### src/rtl/ifu_fetch_if.sv
// Bus bundle between the fetch unit, instruction memory and the execute core.
// master = fetch unit, slave = the memory/core environment around it.
interface ifu_fetch_if;
  logic [31:0] next_pc;
  logic [31:0] pc;
  logic [31:0] instruction;
  logic        inst_valid;
  logic        inst_ready;
  logic        imem_req_valid;
  logic        imem_req_ready;
  logic [31:0] imem_addr;
  logic        imem_resp_valid;
  logic [31:0] imem_resp_data;
  logic        fetch_fault;
  logic [31:0] fetch_cnt;

  modport master (
    input  next_pc, inst_ready, imem_req_ready, imem_resp_valid, imem_resp_data,
    output pc, instruction, inst_valid, imem_req_valid, imem_addr, fetch_fault, fetch_cnt
  );

  modport slave (
    output next_pc, inst_ready, imem_req_ready, imem_resp_valid, imem_resp_data,
    input  pc, instruction, inst_valid, imem_req_valid, imem_addr, fetch_fault, fetch_cnt
  );
endinterface

### src/rtl/ifu_fetch.sv
// RV32 instruction fetch unit: one outstanding word fetch, instruction handed to the core.
// Define IFU_ALIGN_CHECK_EN to trap misaligned PCs into a sticky FAULT state.
module ifu_fetch #(
  parameter logic [31:0] RESET_PC = 32'h8000_0000
) (
  input logic         clk,
  input logic         rst,
  ifu_fetch_if.master bus
);

  localparam logic [31:0] EBREAK = 32'h0010_0073;

`ifdef IFU_ALIGN_CHECK_EN
  typedef enum logic [2:0] {BOOT, REQ, WAIT, HOLD, FAULT} state_t;
  localparam bit ALIGN_CHECK = 1'b1;
`else
  typedef enum logic [2:0] {BOOT, REQ, WAIT, HOLD} state_t;
  localparam bit ALIGN_CHECK = 1'b0;
`endif

  state_t      state;
  logic [31:0] pc_q;
  logic [31:0] inst_q;
  logic [31:0] addr_q;
  logic [31:0] cnt_q;
  logic        inst_valid_q;
  logic        req_valid_q;
`ifdef IFU_ALIGN_CHECK_EN
  logic        fault_q;
`endif

  // A misaligned PC never reaches the memory when the alignment trap is built in.
  function automatic logic issue_ok(input logic [1:0] lsb);
    return !ALIGN_CHECK || (lsb == 2'b00);
  endfunction

  always_ff @(posedge clk or negedge rst) begin
    if (!rst) begin
      state        <= BOOT;
      pc_q         <= RESET_PC;
      inst_q       <= '0;
      addr_q       <= {RESET_PC[31:2], 2'b00};
      cnt_q        <= '0;
      inst_valid_q <= 1'b0;
      req_valid_q  <= 1'b0;
`ifdef IFU_ALIGN_CHECK_EN
      fault_q      <= 1'b0;
`endif
    end else begin
      // NOTE: state and outputs use <= so every branch sees pre-edge values; = here would chain updates within one edge.
      unique case (state)
        BOOT: begin
          state       <= REQ;
          req_valid_q <= issue_ok(pc_q[1:0]);
          addr_q      <= {pc_q[31:2], 2'b00};
        end
        REQ: begin
`ifdef IFU_ALIGN_CHECK_EN
          if (pc_q[1:0] != 2'b00) begin
            state        <= FAULT;
            inst_valid_q <= 1'b1;
            inst_q       <= EBREAK;
            fault_q      <= 1'b1;
          end else
`endif
          if (bus.imem_req_ready) begin
            state       <= WAIT;
            req_valid_q <= 1'b0;
          end
        end
        WAIT: begin
          if (bus.imem_resp_valid) begin
            state        <= HOLD;
            inst_q       <= bus.imem_resp_data;
            inst_valid_q <= 1'b1;
          end
        end
        HOLD: begin
          if (bus.inst_ready) begin
            state        <= REQ;
            pc_q         <= bus.next_pc;
            cnt_q        <= cnt_q + 32'd1;
            inst_valid_q <= 1'b0;
            req_valid_q  <= issue_ok(bus.next_pc[1:0]);
            addr_q       <= {bus.next_pc[31:2], 2'b00};
          end
        end
`ifdef IFU_ALIGN_CHECK_EN
        FAULT: begin
          // Sticky until reset; the core may keep retiring the ebreak.
          if (bus.inst_ready) cnt_q <= cnt_q + 32'd1;
        end
`endif
        default: state <= BOOT;
      endcase
    end
  end

  assign bus.pc             = pc_q;
  assign bus.instruction    = inst_q;
  assign bus.inst_valid     = inst_valid_q;
  assign bus.imem_req_valid = req_valid_q;
  assign bus.imem_addr      = addr_q;
  assign bus.fetch_cnt      = cnt_q;
`ifdef IFU_ALIGN_CHECK_EN
  assign bus.fetch_fault    = fault_q;
`else
  assign bus.fetch_fault    = 1'b0;
`endif

endmodule

### src/flat_wrapper.sv
// flat-port wrapper written by rule: the top's interface ports become plain ports
module ifu_fetch_flat 
#(
  parameter logic [31:0] RESET_PC = 32'h8000_0000
)
  (clk, rst, bus_next_pc, bus_inst_ready, bus_imem_req_ready, bus_imem_resp_valid, bus_imem_resp_data, bus_pc, bus_instruction, bus_inst_valid, bus_imem_req_valid, bus_imem_addr, bus_fetch_fault, bus_fetch_cnt);
  ifu_fetch_if bus_i ();
  input logic clk;
  input logic rst;
  input wire logic [$bits(bus_i.next_pc)-1:0] bus_next_pc;
  input wire logic [$bits(bus_i.inst_ready)-1:0] bus_inst_ready;
  input wire logic [$bits(bus_i.imem_req_ready)-1:0] bus_imem_req_ready;
  input wire logic [$bits(bus_i.imem_resp_valid)-1:0] bus_imem_resp_valid;
  input wire logic [$bits(bus_i.imem_resp_data)-1:0] bus_imem_resp_data;
  output wire logic [$bits(bus_i.pc)-1:0] bus_pc;
  output wire logic [$bits(bus_i.instruction)-1:0] bus_instruction;
  output wire logic [$bits(bus_i.inst_valid)-1:0] bus_inst_valid;
  output wire logic [$bits(bus_i.imem_req_valid)-1:0] bus_imem_req_valid;
  output wire logic [$bits(bus_i.imem_addr)-1:0] bus_imem_addr;
  output wire logic [$bits(bus_i.fetch_fault)-1:0] bus_fetch_fault;
  output wire logic [$bits(bus_i.fetch_cnt)-1:0] bus_fetch_cnt;
  assign bus_i.next_pc = bus_next_pc;
  assign bus_i.inst_ready = bus_inst_ready;
  assign bus_i.imem_req_ready = bus_imem_req_ready;
  assign bus_i.imem_resp_valid = bus_imem_resp_valid;
  assign bus_i.imem_resp_data = bus_imem_resp_data;
  assign bus_pc = bus_i.pc;
  assign bus_instruction = bus_i.instruction;
  assign bus_inst_valid = bus_i.inst_valid;
  assign bus_imem_req_valid = bus_i.imem_req_valid;
  assign bus_imem_addr = bus_i.imem_addr;
  assign bus_fetch_fault = bus_i.fetch_fault;
  assign bus_fetch_cnt = bus_i.fetch_cnt;
  ifu_fetch #(.RESET_PC(RESET_PC)) u_core (.clk(clk), .rst(rst), .bus(bus_i));
endmodule
### config.mk
export PLATFORM = sky130hd
export DESIGN_NAME = ifu_fetch_flat
export DESIGN_NICKNAME = d
export VERILOG_FILES = /design/src/rtl/ifu_fetch_if.sv /design/src/rtl/ifu_fetch.sv /design/src/flat_wrapper.sv
export SDC_FILE = /design/constraint.sdc
export NUM_CORES = 1
export LEC_CHECK = 0
export CAP_MARGIN = 10
export CORE_MARGIN = 2
export CORE_UTILIZATION = 46
export CTS_BUF_LIST = sky130_fd_sc_hd__clkbuf_4
export DETAILED_ROUTE_END_ITERATION = 7
export PLACE_DENSITY = 0.9
export SLEW_MARGIN = 20
export SYNTH_ARGS = -nofsm -noshare
export SYNTH_HDL_FRONTEND = slang
export SYNTH_SLANG_ARGS = --single-unit
### constraint.sdc
create_clock -name clk -period 2.45 [get_ports clk]
set_clock_uncertainty 0.2 [all_clocks]
set_input_delay 0.49 -clock clk [delete_from_list [all_inputs] [get_ports clk]]
set_output_delay 0.49 -clock clk [all_outputs]
set_load 0.1 [all_outputs]
==> out/metrics.yaml, run 1 <==
run_status: "complete, no violations"
grt.total_usage_pct: 20.7
category_of_the_critical_setup_timing_path: "reg2out"
timing.final.setup_violations: 0
vias_after_detailed_routing: 4129
ys_types: 34
die_width_um: 114
cts_hold_buffers: 1
detailed_place.area_um2: 7430
timing_worst_slew_pin_value_ns: 0.723
cts_repair_resize_count: 0
drc: 0
grtUsageMet3_pct: 7.07
number_of_antenna_violations_at_the_first_check_in_global_routing: 0
seq_area_frac_synth_pct: 58.6
via_count_of_the_first_global_routing_pass: 4237
yosys_warn_count: 0
detailedPlacementHpwl_mm: 9.26
synth_top_area_share_pct: 57.7
totalNegativeSetupSlack_ns: 0
stdcell_area_um2: 7730
holdPathStages: 2
fp.dieH_um: 114
design.core.area_um2: 11900
maxCapViolCount: 0
nNetsFinal: 713
drt_first_iter_violations: 151
design.die.area_um2: 13000
async_reset_ff_share_pct: 100
detail_route.wl_per_cell_um: 16.4
post_route_cells_drive_above_1_share_pct: 40.4
yosys_register_bits: 130
layout_min_cycle_time_ns: 2.07
slew_headroom_pct: 51.8
post-synth-top-count-cell: "dfrtp_1"
gr-usage-met1_pct: 24.9
critical_path.top_delay_family: "flip-flops"
syn_inst: 433
reg2reg_depth: 4
slew_viol_final: 0
critical_path.reg2reg.endpoint: "u_core.bus.imem_addr[15]"
grt_pass1_wl_mm: 20.8
initial_utilization_pct: 46.6
max_stage_delay_ns: 0.56
worst-endpoint-required_ns: 1.76
synth-edff-count: 0
clock_sink_count: 130
route.detailed.vias_per_inst: 5.17
grt_setup_unrepaired: "no"
postCtsSetupBuffers: 0
synthesis.area_um2: 5560
path_cells: "buf_4"
firstDrtPassIters: 4
synth_area_leaders: "dfrtp_1 (58%), mux2_2 (13%), mux2i_1 (5.6%)"
worstPathBufferInverterCount: 1
final_hold_viol_count: 0
ctsRootBufferMaster: "clkbuf_4"
port_buffers: 196
drtAntennaViolNets: 0
cts_tree: "done"
cp-end-kind: "output port"
global_route_met2_usage_pct: 34.0
cts_bufs_inserted: 17
hold_path_startpoint: "u_core.bus.imem_addr[31]"
antennaDiodeCount: 0
grt-ovfl-total: 0
routabilityCongestion: 0.809
hold_path_class: "reg2reg"
clock_tree.buffer_depth: 2
worst-r2r-setup-slack_ns: 0.51
timing.critical_path.fanout_max: 3
post-place-ws_ns: 0.126
clk_transition_reported_paths_ns: 0.10
synth_largest_area_cell: "dfrtp_1"
pin_count_of_the_biggest_net_entering_global_routing: 131
setup.worst_path.start_class: "register"
number_of_top_level_design_ports: 200
arrival_ns: 1.38
critical_path.reg2reg.startpoint: "u_core.state[1]"
synth_ff_type: "dfrtp_1"
final.fill_count: 918
grt-busiest-layer: "met2"
layout-area-overhead-vs-synth_pct: 39.2
insertion_delay_ns: 0.54
htreeDepth: 4
finalCritPeriodShare_pct: 84.4
synth_common_cells: "dfrtp_1 (128), mux2_2 (66), nand2_1 (47)"
cp_slowest_cell: "dfstp_2"
wire_length_after_detailed_routing_mm: 13.1
layout_setup_ws_ns: 0.382
whs_endpoint: "u_core.bus.imem_addr[31]"
placementRows: 40
fmax_mhz: 484
syn-mean-instance-area_um2: 12.8
==> metal layers <==
| layer | up-vias | share of wire, % | wire length, um |
|---|---|---|---|
| met5 | - | 0 | 0 |
| met4 | 0 | 1.8 | 231 |
| met3 | 19 | 7.2 | 947 |
| met2 | 153 | 50 | 6540 |
| met1 | 2023 | 41 | 5400 |
| li1 | 1934 | - | - |
==> how the worst max path moves through the flow <==
stage	start	endpoint	slack, ns	cells past startpoint
after global placement	bus_inst_ready	u_core.bus.fetch_cnt[21]	0.17	5
after detailed placement	bus_inst_ready	u_core.bus.fetch_cnt[22]	0.13	5
final	u_core.bus.pc[31]	bus_pc[31]	0.38	1
after CTS	u_core.bus.pc[31]	bus_pc[31]	0.33	1
after global routing	u_core.bus.fetch_cnt[23]	bus_fetch_cnt[23]	0.30	1
after floorplan	u_core.bus.fetch_cnt[11]	u_core.bus.fetch_cnt[27]	-0.003	4
==> tightest hold or removal path, stage by stage, from the launching register on <==
cell	delay [ns]
dfstp_2	0.38
nand2_1	0.04
o21ai_0	0.07
==> logic make-up after synthesis <==
family / synth area share, %
AOI/OAI and AO/OA: 3.54
adders and majority gates: 1.35
DFF: 58.6
other: 0.0675
and+or+nand+nor: 10.3
xor gates and xnor gates: 4.89
buffers and inverters: 2.27
muxes: 19.0
==> registers in the layout (all words and copies together), names as in the netlist <==
signal	flops
u_core.bus.fetch_cnt	32
u_core.bus.imem_req_valid	1
u_core.bus.instruction	32
u_core.bus.imem_addr	30
u_core.bus.pc	32
u_core.bus.inst_valid	1
u_core.state	2
==> metrics by stage <==
stage	instances	utilization (%)	hold slack [ns]
final	798	64.9	0.287
after global routing	798	64.9	0.318
after CTS	798	64.9	0.293
after detailed placement	765	62.4	0.273
after global placement	765	62.4	0.265
after floorplan	435	-	-0.00559
==> cells in the final DEF (no fill, tap or decap), drive strengths merged, types with 5 or more instances in the layout <==
cell	n
buf	137
dfrtp	128
clkdlybuf4s50	67
mux2	66
nand2	47
o21ai	33
mux2i	31
xnor2	22
clkbuf	20
nand3	15
nand4	11
xor2	9
clkinv	8
inv	7
nor4	7
nor3	6
ha	6
nor2	5
and4	5
==> layout make-up <==
cell class	count	area, um^2	share of cell area [%]
Multi-Input combinational cell	277	2200	28.4
Clock buffer	20	150	1.94
Timing Repair Buffer	205	1760	22.8
Inverter	7	26.3	0.340
Tap cell	147	184	2.38
Sequential cell	130	3280	42.4
Clock inverter	12	140	1.81
Power of run 1 is left out: the tool's default activity adds up to more than one toggle a clock period on the data nets, which glitch-free logic cannot reach.
==> inputs of run 2 (changes only) <==
Settings changed: CORE_UTILIZATION 46 to 42, PLACE_DENSITY 0.9 to 0.87.
Clock period 2.45 ns to 1.9 ns, I/O delays scaled along.
==> out/metrics.yaml, run 2 (synthesis results as in run 1) <==
critical_path.top_delay_family: "flip-flops"
fp.dieH_um: 119  # +4.5%
final_cell_count_no_fill: 870  # +9.0%
grt_setup_unrepaired: "yes"
worstPathBufferInverterCount: 2  # +1
run_status: "finished with violations"
maxCapViolCount: 0  # unchanged
grt-ovfl-total: 0  # unchanged
hold_path_class: "in2async"
timing.critical_path.from: "u_core.bus.fetch_cnt[8]"
wire_length_after_detailed_routing_mm: 15.7  # +20%
clock_sink_count: 130  # unchanged
htreeDepth: 4  # unchanged
antennaDiodeCount: 0  # unchanged
grt_pass1_wl_mm: 25.5  # +23%
number_of_top_level_design_ports: 200  # unchanged
post_route_cells_drive_above_1_share_pct: 47.4  # +7.0 points
drt_first_iter_violations: 161  # +6.6%
cts_tree: "done"
cp-end-kind: "output port"
path_cells: "buf_6 -> buf_12"
via_count_of_the_first_global_routing_pass: 4881  # +15%
placementRows: 42  # +5.0%
clock_tree.buffer_depth: 2  # unchanged
initial_utilization_pct: 42.5  # -4.2 points
firstDrtPassIters: 4  # unchanged
fmax_mhz: 524
nNetsFinal: 756  # +6.0%
detail_route.wl_per_cell_um: 18.1  # +9.9%
setup.worst_path.start_class: "register"
critical_path.reg2reg.startpoint: "u_core.bus.fetch_cnt[15]"
slew_viol_final: 0  # unchanged
cts_bufs_inserted: 17  # unchanged
max_stage_delay_ns: 0.50  # -0.06 ns
drc: 0  # unchanged
violations: "setup timing"
design.die.area_um2: 14200  # +9.2%
cp_slowest_cell: "dfrtp_4"
timing.critical_path.fanout_max: 3  # unchanged
worst-r2r-setup-slack_ns: 0.02  # -0.49 ns
layout-area-overhead-vs-synth_pct: 77.1
final_core_utilization_pct: 75.2  # +10 points
cp.depth: 2  # +1
insertion_delay_ns: 0.54  # about the same
route.detailed.vias_per_inst: 5.10  # -1.5%
clk_transition_reported_paths_ns: 0.11  # about the same
final_hold_viol_count: 0  # unchanged
design.core.area_um2: 13100  # +9.9%
final_cell_mix: "buf_12 (134), dfrtp_1 (99), clkdlybuf4s50_1 (67), mux2_2 (66), nand2_1 (46)"
arrival_ns: 1.33  # -0.05 ns
die_width_um: 119  # +4.5%
timing.final.setup_violations: 3  # +3
layout_commonest_cell: "buf_12"
dpl.cell_count: 820  # +7.2%
setup.worst_path.end: "bus_fetch_cnt[8]"
reg2reg_depth: 5  # +1
port_buffers: 196  # unchanged
worst-endpoint-required_ns: 1.32  # -0.44 ns
pin_count_of_the_biggest_net_entering_global_routing: 65  # -50%
finalCritPeriodShare_pct: 100
final.fill_count: 755  # -18%
routabilityCongestion: 0.877  # +8.4%
layout_setup_ws_ns: -0.00704  # -0.389 ns
category_of_the_critical_setup_timing_path: "reg2out"
drtAntennaViolNets: 0  # unchanged
ctsRootBufferMaster: "clkbuf_4"
number_of_antenna_violations_at_the_first_check_in_global_routing: 0  # unchanged
grt.total_usage_pct: 23.1  # +2.4 points
layout_min_cycle_time_ns: 1.91
vias_after_detailed_routing: 4435  # +7.4%
critical_path.reg2reg.endpoint: "u_core.bus.fetch_cnt[27]"
detailedPlacementHpwl_mm: 11.7  # +26%
[run 2: worst min path at each step]
stage / endpoint / slack [ns] / cells after the start
finish: u_core.bus.fetch_cnt[12] / 0.20 / 3
detailed placement: u_core.bus.fetch_cnt[5] / 0.007 / 1
floorplan: u_core.bus.fetch_cnt[22] / -0.12 / 0
global route: u_core.bus.fetch_cnt[14] / 0.20 / 3
CTS: u_core.bus.fetch_cnt[12] / 0.19 / 3
global placement: u_core.bus.fetch_cnt[6] / 0.006 / 1
[run 2: cell type report]
type                       count  area, um^2  area share [%]
clock buffer                  23         173            1.76
clock inverter                 9        67.6           0.687
inverter                       7        26.3           0.267
multi-input combinational    277        2260            23.0
sequential                   130        3350            34.0
tap                          176         220            2.24
timing repair buffer         248        3740            38.0
[run 2: metal layers]
metal | wire length (um) | track usage [%]
met1 | 5530 | 24.8
met2 | 8560 | 40.9
met3 | 1080 | 7.71
met4 | 534 | 10.8
met5 | 0 | 0
[run 2: worst register-to-register path, stage by stage (launching register included)]
cell and delay [ns]:
dfrtp_4 0.44, buf_4 0.11, nand2_2 0.07, or4_4 0.55
nor4_4 0.27, xor2_1 0.17
[run 2: per-stage QoR]
| stage | worst slack [ns] | TNS [ns] | cell area [um^2] | hold slack, ns |
|---|---|---|---|---|
| 3_5_place_dp | -0.271 | -15.04 | 9380 | 0.00686 |
| 4_1_cts | -0.0580 | -0.379 | 9790 | 0.193 |
| 2_1_floorplan | -0.0960 | -0.204 | 5710 | -0.116 |
| 6_report | -0.00704 | -0.0127 | 9840 | 0.203 |
| 3_3_place_gp | -0.214 | -11.25 | 9380 | 0.00624 |
| 5_1_grt | -0.0802 | -0.712 | 9840 | 0.196 |
[run 2: repair_timing]
action                                  CTS  global route
endpoints found under the setup margin   19            58
hold buffers                              2             0
hold endpoints to repair                130             0
setup buffers                            16             5
pin swaps                                 0             1
gates resized for setup                   9             6
Power of run 2 is left out for the same reason.
==> inputs of run 3 (changes only) <==
Settings changed: CELL_PAD_IN_SITES_DETAIL_PLACEMENT set to 0, CELL_PAD_IN_SITES_GLOBAL_PLACEMENT set to 2, CORE_UTILIZATION 42 to 26, PLACE_DENSITY 0.87 to 0.85.
==> out/metrics.yaml, run 3 (synthesis results as in run 1) <==
clk_transition_reported_paths_ns: 0.12  # about the same
final.fill_count: 1842  # +140%
number_of_antenna_violations_at_the_first_check_in_global_routing: 0  # unchanged
insertion_delay_ns: 0.52  # -0.02 ns
finalHoldWorstSlack_ns: 0.102  # -0.101 ns
clock_tree.buffer_depth: 2  # unchanged
slew_viol_final: 0  # unchanged
initial_utilization_pct: 26.4  # -16 points
grt-ovfl-total: 0  # unchanged
totalNegativeSetupSlack_ns: 0  # +0.0127 ns
port_buffers: 196  # unchanged
cts_tree: "done"
antennaDiodeCount: 0  # unchanged
fp.dieH_um: 150  # +26%
vias_after_detailed_routing: 4300  # -3.0%
pin_count_of_the_biggest_net_entering_global_routing: 49  # -25%
nNetsFinal: 763  # +0.93%
drtAntennaViolNets: 0  # unchanged
detail_route.wl_per_cell_um: 15.9  # -12%
timing.final.setup_violations: 0  # -3
post_route_cells_drive_above_1_share_pct: 48.0  # +0.59 points
category_of_the_critical_setup_timing_path: "reg2out"
fmax_mhz: 530  # +1.1%
timing.critical_path.fanout_max: 2  # -1
route.detailed.vias_per_inst: 4.41  # -13%
htreeDepth: 4  # unchanged
multi_input_comb_area_um2: 2280  # +0.88%
cp-end-kind: "output port"
die_width_um: 150  # +26%
grt_setup_unrepaired: "yes"
final_cell_count_no_fill: 975  # +12%
cts_bufs_inserted: 17  # unchanged
clock_sink_count: 130  # unchanged
routabilityCongestion: 0.790  # -9.9%
run_status: "complete, no violations"
design.die.area_um2: 22600  # +59%
ctsRootBufferMaster: "clkbuf_4"
grt_pass1_wl_mm: 24.9  # -2.4%
number_of_top_level_design_ports: 200  # unchanged
layout_min_cycle_time_ns: 1.89  # -0.0209 ns
finalCritPeriodShare_pct: 99.3  # -1.1 points
hold_path_class: "in2async"
detailedPlacementHpwl_mm: 11.6  # -0.83%
layout.area.seq_um2: 3350  # about the same
grt.total_usage_pct: 14.3  # -8.8 points
wire_length_after_detailed_routing_mm: 15.5  # -1.2%
layout_commonest_cell: "buf_12"
firstDrtPassIters: 6  # +2
final_hold_viol_count: 0  # unchanged
drc: 0  # unchanged
maxCapViolCount: 0  # unchanged
dpl.cell_count: 917  # +12%
via_count_of_the_first_global_routing_pass: 4699  # -3.7%
placementRows: 53  # +26%
final_cell_mix: "buf_12 (135), dfrtp_1 (100), clkdlybuf4s50_1 (67), mux2_2 (64), nand2_1 (45)"
setup.worst_path.start_class: "register"
arrival_ns: 1.31  # -0.02 ns
layout-area-overhead-vs-synth_pct: 80.8
worst-endpoint-required_ns: 1.32  # about the same
design.core.area_um2: 21000  # +61%
drt_first_iter_violations: 103  # -36%
[run 3: changes by cell type in the layout (fill, tap and decap cells not counted), sizes merged]
cell | previous run | this run
clkinvlp | 0 | 4
dlygate4sd3 | 2 | 1
clkbuf | 23 | 19
clkinv | 8 | 7
buf | 179 | 187
[run 3: critical path, cell delays in order (launching register included)]
cell	delay [ns]
dfrtp_4	0.50
buf_6	0.13
buf_12	0.15
[run 3: final cells by class]
type | instances | area share [%]
well taps | 275 | 3.43
clock inverters | 12 | 0.934
multi-input cells | 277 | 22.7
flip-flops and latches | 130 | 33.3
inverters | 7 | 0.262
clock buffers | 19 | 1.42
repair buffers | 255 | 37.9
[run 3: path summary, 6_finish.rpt]
check                           cells past startpoint                   endpoint  slack (ns)                startpoint
worst max-delay path                                2          bus_fetch_cnt[20]        0.01  u_core.bus.fetch_cnt[20]
worst min-delay path                                2      u_core.bus.inst_valid        0.10                       rst
worst max register to register                      5   u_core.bus.fetch_cnt[27]        0.04  u_core.bus.fetch_cnt[12]
worst min register to register                      1   u_core.bus.fetch_cnt[25]        0.33  u_core.bus.fetch_cnt[25]
max in group asynchronous                           3    u_core.bus.imem_addr[3]        0.81                       rst
min in group clk                                    2  u_core.bus.instruction[7]        0.26     bus_imem_resp_data[7]
[run 3: timing repair]
| item | CTS | global route |
|---|---|---|
| pin swaps | 0 | 1 |
| endpoints found under the hold margin | 128 | 0 |
| setup buffers | 22 | 5 |
| resized for setup | 7 | 11 |
| endpoints found under the setup margin | 21 | 43 |
| hold buffers | 1 | 0 |
[run 3: metal layers]
layer	GRT usage [%]	vias to the layer above	share of wire (%)
met5	0	-	0
met4	4.39	0	1.4
met3	6.45	18	8.6
met2	23.7	141	50
met1	16.5	2126	40
li1	-	2015	-
[run 3: per-stage QoR]
step	setup WS (ns)	util, %	instance area [um^2]
after floorplan	-0.0960	-	5710
after global placement	-0.226	45.2	9500
after detailed placement	-0.279	45.2	9500
after CTS	-0.0525	47.3	9950
after global routing	-0.0798	47.8	10000
final	0.0138	47.8	10000
Power of run 3 is left out for the same reason.
